$ cat config.mk
export PLATFORM = sky130hd
export DESIGN_NAME = known_ch_v2
export DESIGN_NICKNAME = d
export VERILOG_FILES = /design/src/rtl/known_ch_pkg.sv /design/src/rtl/known_ch_v2_better.sv /design/src/rtl/known_ch_v2.sv
export SDC_FILE = /design/constraint.sdc
export NUM_CORES = 1
export LEC_CHECK = 0
export ABC_AREA = 1
export BUFFER_PORTS_ARGS = -buffer_cell sky130_fd_sc_hd__buf_4
export CAP_MARGIN = 10
export CELL_PAD_IN_SITES_DETAIL_PLACEMENT = 0
export CELL_PAD_IN_SITES_GLOBAL_PLACEMENT = 2
export CORE_UTILIZATION = 34
export CTS_BUF_LIST = sky130_fd_sc_hd__clkbuf_16
export DETAILED_ROUTE_END_ITERATION = 8
export MAX_ROUTING_LAYER = met4
export PLACE_DENSITY = 0.74
export SLEW_MARGIN = 20
export SYNTH_ARGS = -nofsm -noshare
export SYNTH_HDL_FRONTEND = slang
export SYNTH_SLANG_ARGS = --single-unit
$ cat constraint.sdc
create_clock -name clk -period 30.7 [get_ports clk]
set_clock_uncertainty 0.2 [all_clocks]
set_input_delay 4.605 -clock clk [delete_from_list [all_inputs] [get_ports clk]]
set_output_delay 4.605 -clock clk [all_outputs]
set_load 0.02 [all_outputs]
$ cat src/rtl/known_ch_pkg.sv
// Shared types and constants for the known-cluster-head table.
package known_ch_pkg;

    localparam int WORD_WIDTH = 16;
    localparam logic [WORD_WIDTH-1:0] HOPS_INVALID = 16'hFFFF;
    localparam logic [WORD_WIDTH-1:0] Q_ONE = 16'h4000;

    typedef struct packed {
        logic                  valid;
        logic [WORD_WIDTH-1:0] id;
        logic [WORD_WIDTH-1:0] hops;
        logic [WORD_WIDTH-1:0] q;
    } ch_entry_t;

endpackage

$ cat src/rtl/known_ch_v2_better.sv
// Pairwise CH preference: fewer hops, then higher Q, and on a full tie the
// newer (higher-index) entry wins.
module kch_better
    import known_ch_pkg::*;
(
    input  ch_entry_t older,
    input  ch_entry_t newer,
    output ch_entry_t winner
);

    logic newerWins;

    always_comb begin
        newerWins = 1'b0;
        if (newer.valid) begin
            if (!older.valid) begin
                newerWins = 1'b1;
            end else if (newer.hops < older.hops) begin
                newerWins = 1'b1;
            end else if ((newer.hops == older.hops) && (newer.q >= older.q)) begin
                newerWins = 1'b1;
            end
        end
        winner = newerWins ? newer : older;
    end

endmodule

$ cat src/rtl/known_ch_v2.sv
// Known cluster-head table with registered best-CH selection.
// Optional macro KCH_SELF_FILTER_EN drops advertisements carrying OWN_ID.
module known_ch_v2 #(
    parameter int WORD_WIDTH = 16,
    parameter int MAX_CH = 8,
    parameter logic [WORD_WIDTH-1:0] OWN_ID = 16'd12
) (
    input  logic                  clk,
    input  logic                  nrst,
    input  logic                  en_KCH,
    input  logic                  HB_reset,
    input  logic [WORD_WIDTH-1:0] fCH_ID,
    input  logic [WORD_WIDTH-1:0] fCH_Hops,
    input  logic [WORD_WIDTH-1:0] fCH_QValue,
    output logic [WORD_WIDTH-1:0] chosenCH,
    output logic [WORD_WIDTH-1:0] hopsfromCH
);

    import known_ch_pkg::*;

    localparam int IDX_W = (MAX_CH > 1) ? $clog2(MAX_CH) : 1;

    ch_entry_t slots [MAX_CH];
    ch_entry_t bestEntry;

    logic             selfAdvert;
    logic             accept;
    logic             matchHit;
    logic             freeHit;
    logic [IDX_W-1:0] matchIdx;
    logic [IDX_W-1:0] freeIdx;

`ifdef KCH_SELF_FILTER_EN
    assign selfAdvert = (fCH_ID == OWN_ID);
`else
    assign selfAdvert = 1'b0;
`endif

    assign accept = en_KCH && (fCH_Hops != HOPS_INVALID) && !selfAdvert;

    // Descending scan so the lowest free slot is the one left standing.
    always_comb begin
        matchHit = 1'b0;
        matchIdx = '0;
        freeHit  = 1'b0;
        freeIdx  = '0;
        for (int i = MAX_CH - 1; i >= 0; i--) begin
            if (slots[i].valid && (slots[i].id == fCH_ID)) begin
                matchHit = 1'b1;
                matchIdx = IDX_W'(i);
            end
            if (!slots[i].valid) begin
                freeHit = 1'b1;
                freeIdx = IDX_W'(i);
            end
        end
    end

    // Linear reduction chain; later slots sit on the 'newer' side.
    for (genvar g = 0; g < MAX_CH; g++) begin : gSel
        ch_entry_t best;
        if (g == 0) begin : gFirst
            assign best = slots[0];
        end else begin : gStage
            kch_better uBetter (
                .older (gSel[g-1].best),
                .newer (slots[g]),
                .winner(best)
            );
        end
    end

    assign bestEntry = gSel[MAX_CH-1].best;

    always_ff @(posedge clk) begin
        if (!nrst) begin
            for (int i = 0; i < MAX_CH; i++) begin
                slots[i].valid <= 1'b0;
            end
            chosenCH   <= '0;
            hopsfromCH <= HOPS_INVALID;
        end else begin
            if (HB_reset) begin
                for (int i = 0; i < MAX_CH; i++) begin
                    slots[i].valid <= 1'b0;
                end
            end else if (accept) begin
                if (matchHit) begin
                    slots[matchIdx].hops <= fCH_Hops;
                    slots[matchIdx].q    <= fCH_QValue;
                end else if (freeHit) begin
                    slots[freeIdx] <= '{valid: 1'b1, id: fCH_ID, hops: fCH_Hops, q: fCH_QValue};
                end
            end
            chosenCH   <= bestEntry.valid ? bestEntry.id : '0;
            hopsfromCH <= bestEntry.valid ? bestEntry.hops : HOPS_INVALID;
        end
    end

endmodule

==> run_results.csv, run 1 <==
group,metric,value,unit
route,drc,0,
die,ios,84,
clocking,root_buffer,"clkbuf_16",
cells_and_area,multiInputGateArea,9700,um^2
route,vias_per_cell,5.16,
timing,whs,0.293,ns
synth,synth_area,23100,um^2
critical_path,worstPathArrival,21.41,ns
cells_and_area,syn2layout_area_growth,14.1,%
timing,hold_viol,0,
synth,synth_nets,2555,
synth,async_reset_ff_frac,0,
synth,ys.flop_type,"edfxtp_1",
synth,avgSynthCellArea,10.1,um^2
clocking,clkTransAtPathRegs,0.06,ns
global_route,grtUsageMet2,0.314,
global_route,grt_pass1_wl,99500,um
critical_path,startpoint,"slots[1][25]$_DFFE_PP_",
die,fp.dieArea,69100,um^2
global_route,grt_usage,0.192,
outcome,status,"completed",
critical_path,crit_path_max_fanout,92,
place,port-buffer-count,83,
cells_and_area,fill_cells,6606,
timing,slew_headroom,0.136,
clocking,cts_resized,0,
critical_path,endpoint_kind,"flop",
global_route,met3_usage,0.0269,
synth,yosys_warnings,0,
pwr,clkPwrFrac,0.433,
route,drtAntennaViolNets,0,
timing,fin_crit_sh,0.689,
clocking,tritoncts,"yes",
route,via_count,16800,
cells_and_area,nNetsFinal,2624,
cells_and_area,drive_gt1_frac,0.0949,
route,drt-initial-drc-count,1054,
global_route,grt_busiest_layer,"met2",
timing,tns,0,ns
die,start_util,0.344,
global_route,grt_max_degree,93,
pwr,p_comb_frac,0.075,
critical_path,reg2reg_depth,104,
synth,synth_top_area_share,0.502,
clocking,cts_buffer_depth,3,
critical_path,r2r-start,"slots[1][25]$_DFFE_PP_",
pwr,internal-power,0.000981,W
synth,netlist_instances,2283,
clocking,cts_buffers,51,
cells_and_area,seqCellArea,12400,um^2
global_route,antenna_found_initial,0,
clocking,post-cts-setup-buffers,0,
global_route,grt_remaining_overflow,0,
die,die_x,263,um
timing,min_period,21.16,ns
pwr,ir_drop,0.0391,mV
critical_path,reg2reg_slack,9.54,ns
timing,rsz0062_at_grt,"no",
die,core_area,67300,um^2
route,firstDrtPassIters,6,
die,dieHeight,263,um
synth,ys_ff_latch,424,
synth,synth_top_area_cell,"edfxtp_1",
clocking,clkSinkCount,424,
min_path,min_path_type,"flop to flop",
clocking,ctsHoldBuffers,0,
clocking,clk_latency,0.64,ns
critical_path,crit_end,"hopsfromCH[15]$_SDFF_PN1_",
synth,seq_area_frac_synth,0.534,
pwr,power_density,49.1,nW/um^2
global_route,first_global_vias,17000,
route,post_drt_wl_per_cell,19.7,um
pwr,p_seq_frac,0.492,
timing,tightestPinTransition,1.26,ns
pwr,p_leak,10.7,nW
synth,yosysUniqueCellTypes,52,
cells_and_area,n_antenna_cell,0,
critical_path,critPathKind,"flop to flop",
critical_path,startpoint_type,"flop",
cells_and_area,final_cell_mix,"nand2_1, edfxtp_1, o21ai_0",
timing,maxSlewViolCount,0,
pwr,p_switching,0.000313,W
run,maxCapViolCount,0,
place,place_congestion,0.877,
pwr,swShare,0.242,
min_path,min_path_cells,2,
critical_path,max_stage_delay,0.74,ns
global_route,use_met1,0.252,
timing,setup_viol,0,
synth,synth_edf_count,387,
route,drt-total-wl,64400,um
critical_path,required,30.95,ns
critical_path,timing.rr.end,"hopsfromCH[15]$_SDFF_PN1_",
timing,fmax,47.2,MHz
critical_path,critPathSlowestCell,"buf_4",
critical_path,cpMostUsedCell,"nand2_1",
clocking,cts_max_level,2,
synth,synth_area_leaders,"edfxtp_1, ha_1, nand2_1",
place,hpwlAfterDp,46700,um
die,num_rows,95,
cells_and_area,mostFrequentLayoutCell,"nand2_1",
[sequential cells by signal (all words and copies together), names as in the netlist]
signal,cells
chosenCH,16
hopsfromCH,16
slots,392
[worst min path at each step]
stage                           start                        to  slack (ns)
2_1_floorplan  slots[7][16]$_DFFE_PP_  hopsfromCH[0]$_SDFF_PN1_        0.26
3_3_place_gp   slots[7][16]$_DFFE_PP_  hopsfromCH[0]$_SDFF_PN1_        0.28
3_5_place_dp   slots[7][16]$_DFFE_PP_  hopsfromCH[0]$_SDFF_PN1_        0.28
4_1_cts        slots[7][16]$_DFFE_PP_  hopsfromCH[0]$_SDFF_PN1_        0.30
5_1_grt        slots[7][18]$_DFFE_PP_  hopsfromCH[2]$_SDFF_PN1_        0.33
6_report       slots[7][16]$_DFFE_PP_  hopsfromCH[0]$_SDFF_PN1_        0.29
[cell type report]
class,instances,area share
Sequential cell,424,0.468
Multi-Input combinational cell,1568,0.368
Clock buffer,52,0.0493
Tap cell,873,0.0414
Timing Repair Buffer,104,0.0356
Inverter,203,0.0289
Clock inverter,42,0.00882
[per-layer routing]
metal / part of all wire / vias up
li1: - / 8335
met1: 0.46 / 8090
met2: 0.47 / 320
met3: 0.040 / 96
met4: 0.023 / 0
met5: 0 / -
[cells in the mapped netlist, types with 14 or more instances]
master    count
o21ai_2      16
a221oi_1     17
nand3_1     119
inv_1       198
clkbuf_1     71
nor3_1       26
o21ai_1      17
dfxtp_1      37
o22ai_1      39
nor4_1       15
xor2_1       34
nand2_1     465
o21a_1       14
nor2_1       72
a211oi_1     19
edfxtp_1    387
or2_2        17
nand4_1      30
o211ai_1     15
a21oi_1     100
and2_1       16
ha_1        220
o21ai_0     231
[worst max-delay path, delay by kind of cell (launching register included)]
kind / cells / cell delay, ns
buf+inv: 12 / 3.55
compound gates: 38 / 7.26
fa+ha+maj: 7 / 2.13
simple gates: 47 / 7.20
flops: 1 / 0.40
[logic make-up (layout without fill, tap and decap cells)]
logic type	Yosys count	count (layout)	share of synthesized area
xor gates and xnor gates	39	39	0.0148
and+or+nand+nor	790	790	0.150
DFF	424	424	0.534
buffers and inverters	291	401	0.0491
adders and majority gates	220	220	0.119
AOI/OAI and AO/OA	519	519	0.133
[through the flow]
| step | utilization | power, W | instance area (um^2) | instances | setup WS (ns) |
|---|---|---|---|---|---|
| after floorplan | - | 0.000706 | 23100 | 2283 | 16.11 |
| after global placement | 0.366 | 0.000746 | 24600 | 3164 | 9.80 |
| after detailed placement | 0.367 | 0.000748 | 24700 | 3167 | 9.48 |
| after CTS | 0.390 | 0.00131 | 26300 | 3261 | 9.39 |
| after global routing | 0.392 | 0.00135 | 26400 | 3266 | 7.14 |
| final | 0.392 | 0.00129 | 26400 | 3266 | 9.54 |
[power groups by stage]
stage	Clock, W	Sequential (W)	Combinational [W]
after floorplan	0	0.000653	0.0000535
after global placement	0	0.000649	0.0000971
after detailed placement	0	0.000649	0.0000985
after CTS	0.000578	0.000637	0.0000989
after global routing	0.000599	0.000637	0.000110
final	0.000560	0.000637	0.0000973
Note: power is estimated with default switching activity, not from simulation.
==> run 2, diff against run 1 <==
--- a/config.mk
+++ b/config.mk
@@ -14,7 +14,7 @@
 export CTS_BUF_LIST = sky130_fd_sc_hd__clkbuf_16
 export DETAILED_ROUTE_END_ITERATION = 8
 export MAX_ROUTING_LAYER = met4
-export PLACE_DENSITY = 0.74
+export PLACE_DENSITY = 0.77
 export SLEW_MARGIN = 20
 export SYNTH_ARGS = -nofsm -noshare
 export SYNTH_HDL_FRONTEND = slang
==> constraint.sdc (replaced) <==
create_clock -name clk -period 17.3 [get_ports clk]
set_clock_uncertainty 0.2 [all_clocks]
set_input_delay 2.595 -clock clk [delete_from_list [all_inputs] [get_ports clk]]
set_output_delay 2.595 -clock clk [all_outputs]
set_load 0.02 [all_outputs]
==> run 2 against run 1 <==
  * Routed wire length grew 1.2%
  * Sequential share of layout area shrank 0.77 points
  * Flip-flop and latch count is the same
  * Non-clock buffer count grew 24
  * First-iteration DRC count grew 17%
  * Utilization grew 0.65 points
  * Clock power grew 88%
  * Via count grew 1.9%
  * Worst hold slack gained 0.0069 ns
==> run_results.csv, run 2 (synthesis gave the netlist of run 1 again) <==
group,metric,value,unit
outcome,status,"completed",
place,placed_area,24800,um^2
critical_path,crit_path_max_fanout,41,
min_path,min_path_cells,2,
die,start_util,0.344,
critical_path,required,17.63,ns
die,core_area,67300,um^2
cells_and_area,nNetsFinal,2650,
timing,hold_viol,0,
cells_and_area,fin_util,0.399,
place,place_congestion,0.858,
critical_path,cp.depth,102,
cells_and_area,n_antenna_cell,0,
pwr,swShare,0.242,
place,hpwlAfterDp,46900,um
critical_path,critPathSlowestCell,"a31oi_1",
pwr,p_seq_frac,0.480,
global_route,first_global_vias,17000,
cells_and_area,multiInputGateArea,9790,um^2
global_route,grt_max_degree,82,
route,drtAntennaViolNets,0,
die,num_rows,95,
global_route,grt_pass1_wl,99100,um
clocking,clkTransAtPathRegs,0.06,ns
pwr,p_switching,0.000569,W
critical_path,max_stage_delay,0.46,ns
critical_path,cp_num_buf_inv,8,
timing,maxSlewViolCount,0,
min_path,min_path_type,"flop to flop",
route,firstDrtPassIters,5,
cells_and_area,largest_reg_flops,392,
route,via_count,17200,
route,drt-total-wl,65200,um
pwr,power_density,87.7,nW/um^2
pwr,ir_drop,0.0764,mV
clocking,cts_buffers,51,
cells_and_area,syn2layout_area_growth,16.0,%
clocking,clkSinkCount,424,
timing,slew_headroom,0.260,
critical_path,critPathKind,"flop to flop",
cells_and_area,seqCellArea,12400,um^2
timing,tightestPinTransition,1.11,ns
timing,fmax,63.3,MHz
route,drc,0,
global_route,antenna_found_initial,0,
critical_path,startpoint_type,"flop",
die,fp.dieArea,69100,um^2
die,dieHeight,263,um
critical_path,reg2reg_depth,102,
clocking,tritoncts,"yes",
critical_path,critPathTopFamily,"compound AO/OA/AOI/OAI gates",
cells_and_area,drive_gt1_frac,0.115,
timing,min_period,15.80,ns
cells_and_area,largest_registers,"slots (392), chosenCH (16), hopsfromCH (16)",
global_route,grt_usage,0.190,
route,drt-initial-drc-count,1233,
cells_and_area,finalInstanceArea,26800,um^2
die,die_x,263,um
cells_and_area,largest-register,"slots",
die,ios,84,
route,post_drt_wl_per_cell,19.8,um
pwr,p_leak,10.9,nW
critical_path,worstPathArrival,16.13,ns
critical_path,endpoint_kind,"flop",
global_route,grt_remaining_overflow,0,
pwr,internal-power,0.00178,W
cells_and_area,mostFrequentLayoutCell,"nand2_1",
clocking,cts_buffer_depth,3,
cells_and_area,final_cell_mix,"nand2_1, edfxtp_1, o21ai_0",
run,maxCapViolCount,0,
clocking,clk_latency,0.61,ns
route,vias_per_cell,5.21,
pwr,p_comb_frac,0.075,
clocking,cts_max_level,2,
critical_path,cpMostUsedCell,"nand2_1",
cells_and_area,fill_cells,6548,
timing,setup_viol,0,
place,port-buffer-count,83,
timing,fin_crit_sh,0.913,
clocking,root_buffer,"clkbuf_16",
pwr,clkPwrFrac,0.445,
-- run 2: changes by cell type in the layout (fill, tap and decap cells not counted), moves of 4 or more --
cell	change
clkinvlp_4	+4
buf_4	+16
o21ai_1	+7
o21ai_0	-8
inv_1	-15
clkinv_2	+9
-- run 2: worst min-delay path: cells and delay by family (launching register included) --
kind | cells | cell delay, ns
DFF | 1 | 0.35
and+or+nand+nor | 2 | 0.12
-- run 2: area by class of cell --
| cell class | count | share of cell area |
|---|---|---|
| inverter | 203 | 0.0287 |
| multi-input combinational | 1569 | 0.365 |
| timing repair inverter | 1 | 0.000280 |
| clock buffer | 51 | 0.0476 |
| tap | 873 | 0.0407 |
| timing repair buffer | 128 | 0.0445 |
| sequential | 424 | 0.461 |
| clock inverter | 45 | 0.0127 |
-- run 2: worst paths after layout --
path,endpoint,slack (ns),start
hold / removal,hopsfromCH[6]$_SDFF_PN1_,0.30,slots[7][22]$_DFFE_PP_
hold reg to reg,hopsfromCH[6]$_SDFF_PN1_,0.30,slots[7][22]$_DFFE_PP_
setup reg to reg,chosenCH[7]$_SDFF_PN0_,1.50,slots[1][2]$_DFFE_PP_
setup / recovery,chosenCH[7]$_SDFF_PN0_,1.50,slots[1][2]$_DFFE_PP_
-- run 2: metal layers --
metal	track usage	wire, um
met3	0.0244	3080
met2	0.309	30600
met4	0.0498	1490
met1	0.251	30000
met5	-	0
-- run 2: power groups by stage --
stage | Clock, W | Sequential [W] | Combinational (W)
after global placement | 0 | 0.00115 | 0.000174
after CTS | 0.00108 | 0.00113 | 0.000177
after floorplan | 0 | 0.00116 | 0.0000949
after detailed placement | 0 | 0.00115 | 0.000176
final | 0.00105 | 0.00113 | 0.000177
after global routing | 0.00112 | 0.00113 | 0.000199
-- run 2: timing repair --
action	CTS	global route
buffers inserted	0	5
hold endpoints to repair	0	0
hold buffers	0	0
setup endpoints to repair	0	32
resized for setup	0	37
-- run 2: per-stage QoR --
stage               total power [W]  cells  setup slack, ns  TNS (ns)  hold slack, ns
floorplan                   0.00125   2283             2.71         0           0.261
global placement            0.00133   3183            0.512         0           0.286
detailed placement          0.00133   3184            0.265         0           0.287
CTS                         0.00238   3280            0.255         0           0.303
global route                0.00244   3294          -0.0142   -0.0214           0.332
finish                      0.00235   3294             1.50         0           0.300
==> run 3, diff against run 2 <==
--- a/config.mk
+++ b/config.mk
@@ -10,11 +10,11 @@
 export CAP_MARGIN = 10
 export CELL_PAD_IN_SITES_DETAIL_PLACEMENT = 0
 export CELL_PAD_IN_SITES_GLOBAL_PLACEMENT = 2
-export CORE_UTILIZATION = 34
+export CORE_UTILIZATION = 37
 export CTS_BUF_LIST = sky130_fd_sc_hd__clkbuf_16
 export DETAILED_ROUTE_END_ITERATION = 8
 export MAX_ROUTING_LAYER = met4
-export PLACE_DENSITY = 0.77
+export PLACE_DENSITY = 0.82
 export SLEW_MARGIN = 20
 export SYNTH_ARGS = -nofsm -noshare
 export SYNTH_HDL_FRONTEND = slang
==> run 3 against run 2 <==
  * Worst setup slack worse by 0.17 ns
  * Fmax down 1.1%
  * Cell count down 1.2%
  * Sequential share of layout area is 0.15 points higher
  * Clock power hardly changed
  * Design area is 0.32% lower
  * Highest routed layer unchanged
==> run_results.csv, run 3 (synthesis gave the netlist of run 1 again) <==
group,metric,value,unit
cells_and_area,largest_registers,"slots (392), chosenCH (16), hopsfromCH (16)",
route,drt-total-wl,69700,um
critical_path,cpMostUsedCell,"nand2_1",
clocking,clkTransAtPathRegs,0.06,ns
critical_path,r2r-start,"slots[1][3]$_DFFE_PP_",
pwr,p_seq_frac,0.474,
outcome,status,"completed",
cells_and_area,nNetsFinal,2648,
pwr,power_density,89.1,nW/um^2
pwr,ir_drop,0.0607,mV
cells_and_area,largest_reg_flops,392,
timing,fin_crit_sh,0.923,
cells_and_area,drive_gt1_frac,0.113,
die,die_x,252,um
run,maxCapViolCount,0,
route,drt-initial-drc-count,1315,
clocking,tritoncts,"yes",
global_route,grt_usage,0.225,
timing,setup_viol,0,
route,firstDrtPassIters,5,
clocking,clk_latency,0.59,ns
die,ios,84,
place,placed_area,24800,um^2
route,vias_per_cell,5.31,
die,fp.dieArea,63500,um^2
critical_path,crit_end,"hopsfromCH[11]$_SDFF_PN1_",
place,port-buffer-count,83,
global_route,antenna_found_initial,4,
pwr,power,0.00238,W
pwr,p_switching,0.000556,W
die,num_rows,91,
timing,rsz0062_at_grt,"no",
route,drtAntennaViolNets,0,
place,hpwlAfterDp,50500,um
critical_path,critPathSlowestCell,"o21ai_0",
timing,layout_setup_ws,1.33,ns
critical_path,startpoint_type,"flop",
critical_path,reg2reg_depth,103,
clocking,cts_buffers,49,
clocking,cts_buffer_depth,3,
global_route,grt_pass1_wl,104000,um
die,core_area,61700,um^2
timing,tightestPinTransition,1.10,ns
route,via_count,17300,
critical_path,timing.rr.end,"hopsfromCH[11]$_SDFF_PN1_",
cells_and_area,finalInstanceArea,26700,um^2
clocking,clkSinkCount,424,
cells_and_area,syn2layout_area_growth,15.6,%
min_path,min_path_type,"flop to flop",
cells_and_area,fill_cells,5898,
global_route,grt_busiest_layer,"met2",
route,drc,0,
pwr,clkPwrFrac,0.447,
critical_path,endpoint_kind,"flop",
cells_and_area,largest-register,"slots",
route,post_drt_wl_per_cell,21.4,um
clocking,cts_max_level,2,
die,dieHeight,252,um
pwr,internal-power,0.00183,W
global_route,grt_remaining_overflow,0,
place,place_ws,-0.271,ns
cells_and_area,mostFrequentLayoutCell,"nand2_1",
critical_path,startpoint,"slots[1][3]$_DFFE_PP_",
global_route,grtUsageMet2,0.363,
place,place_congestion,0.888,
global_route,grt_max_degree,69,
global_route,met3_usage,0.0388,
critical_path,max_stage_delay,0.49,ns
cells_and_area,final_cell_mix,"nand2_1, edfxtp_1, ha_1",
critical_path,critPathKind,"flop to flop",
critical_path,crit_path_max_fanout,45,
timing,hold_viol,0,
timing,fmax,62.6,MHz
timing,min_period,15.97,ns
critical_path,reg2reg_slack,1.33,ns
pwr,p_leak,10.9,nW
global_route,first_global_vias,17400,
timing,slew_headroom,0.265,
pwr,p_comb_frac,0.078,
pwr,swShare,0.233,
global_route,use_met1,0.286,
die,start_util,0.375,
critical_path,worstPathArrival,16.26,ns
timing,maxSlewViolCount,0,
clocking,root_buffer,"clkbuf_16",
cells_and_area,fin_util,0.433,
critical_path,required,17.59,ns
run 3: what timing repair did:
item	CTS	global route
buffers inserted	0	4
cloned	0	4
endpoints found under the hold margin	0	0
hold buffers	0	0
pin swaps	0	4
endpoints found under the setup margin	32	32
resized for setup	3	49
run 3: how the worst min path moves through the flow:
stage                            from                         to  cells after the start
4_1_cts        slots[7][19]$_DFFE_PP_   hopsfromCH[3]$_SDFF_PN1_                      2
3_3_place_gp   slots[7][22]$_DFFE_PP_   hopsfromCH[6]$_SDFF_PN1_                      2
2_1_floorplan  slots[7][16]$_DFFE_PP_   hopsfromCH[0]$_SDFF_PN1_                      2
5_1_grt        slots[7][30]$_DFFE_PP_  hopsfromCH[14]$_SDFF_PN1_                      2
3_5_place_dp   slots[7][24]$_DFFE_PP_   hopsfromCH[8]$_SDFF_PN1_                      2
6_report       slots[7][21]$_DFFE_PP_   hopsfromCH[5]$_SDFF_PN1_                      2
run 3: stage by stage:
| stage | hold slack (ns) | cells | setup TNS, ns |
|---|---|---|---|
| after CTS | 0.304 | 3241 | 0 |
| after detailed placement | 0.292 | 3151 | -5.80 |
| after global routing | 0.335 | 3256 | 0 |
| after floorplan | 0.261 | 2283 | 0 |
| after global placement | 0.283 | 3150 | 0 |
| final | 0.295 | 3256 | 0 |
run 3: power by group through the flow:
| stage | Clock, W | Sequential [W] | Combinational, W |
|---|---|---|---|
| 4_1_cts | 0.00109 | 0.00113 | 0.000184 |
| 5_1_grt | 0.00112 | 0.00113 | 0.000207 |
| 2_1_floorplan | 0 | 0.00116 | 0.0000949 |
| 6_report | 0.00107 | 0.00113 | 0.000186 |
| 3_3_place_gp | 0 | 0.00115 | 0.000180 |
| 3_5_place_dp | 0 | 0.00115 | 0.000183 |
run 3: worst max-delay path: cells and delay by family (launching register included):
| kind | cells | cell delay, ns |
|---|---|---|
| adders and majority gates | 7 | 1.78 |
| buffers and inverters | 11 | 1.78 |
| AOI/OAI and AO/OA | 37 | 6.63 |
| and+or+nand+nor | 48 | 4.95 |
| DFF | 1 | 0.42 |
run 3: layout make-up:
class	instances	area (um^2)	share of cell area
sequential	424	12400	0.462
multi-input combinational	1571	9810	0.367
timing repair inverter	1	7.51	0.000281
clock buffer	50	1250	0.0468
antenna	4	10.0	0.000374
clock inverter	40	387	0.0145
timing repair buffer	126	1100	0.0413
inverter	203	766	0.0286
tap	837	1050	0.0392
run 3: layer usage:
layer	up-vias	wire [um]	part of all wire
met4	0	1950	0.028
met5	-	0	0
li1	8416	-	-
met2	457	32800	0.47
met1	8294	31000	0.44
met3	115	3900	0.056
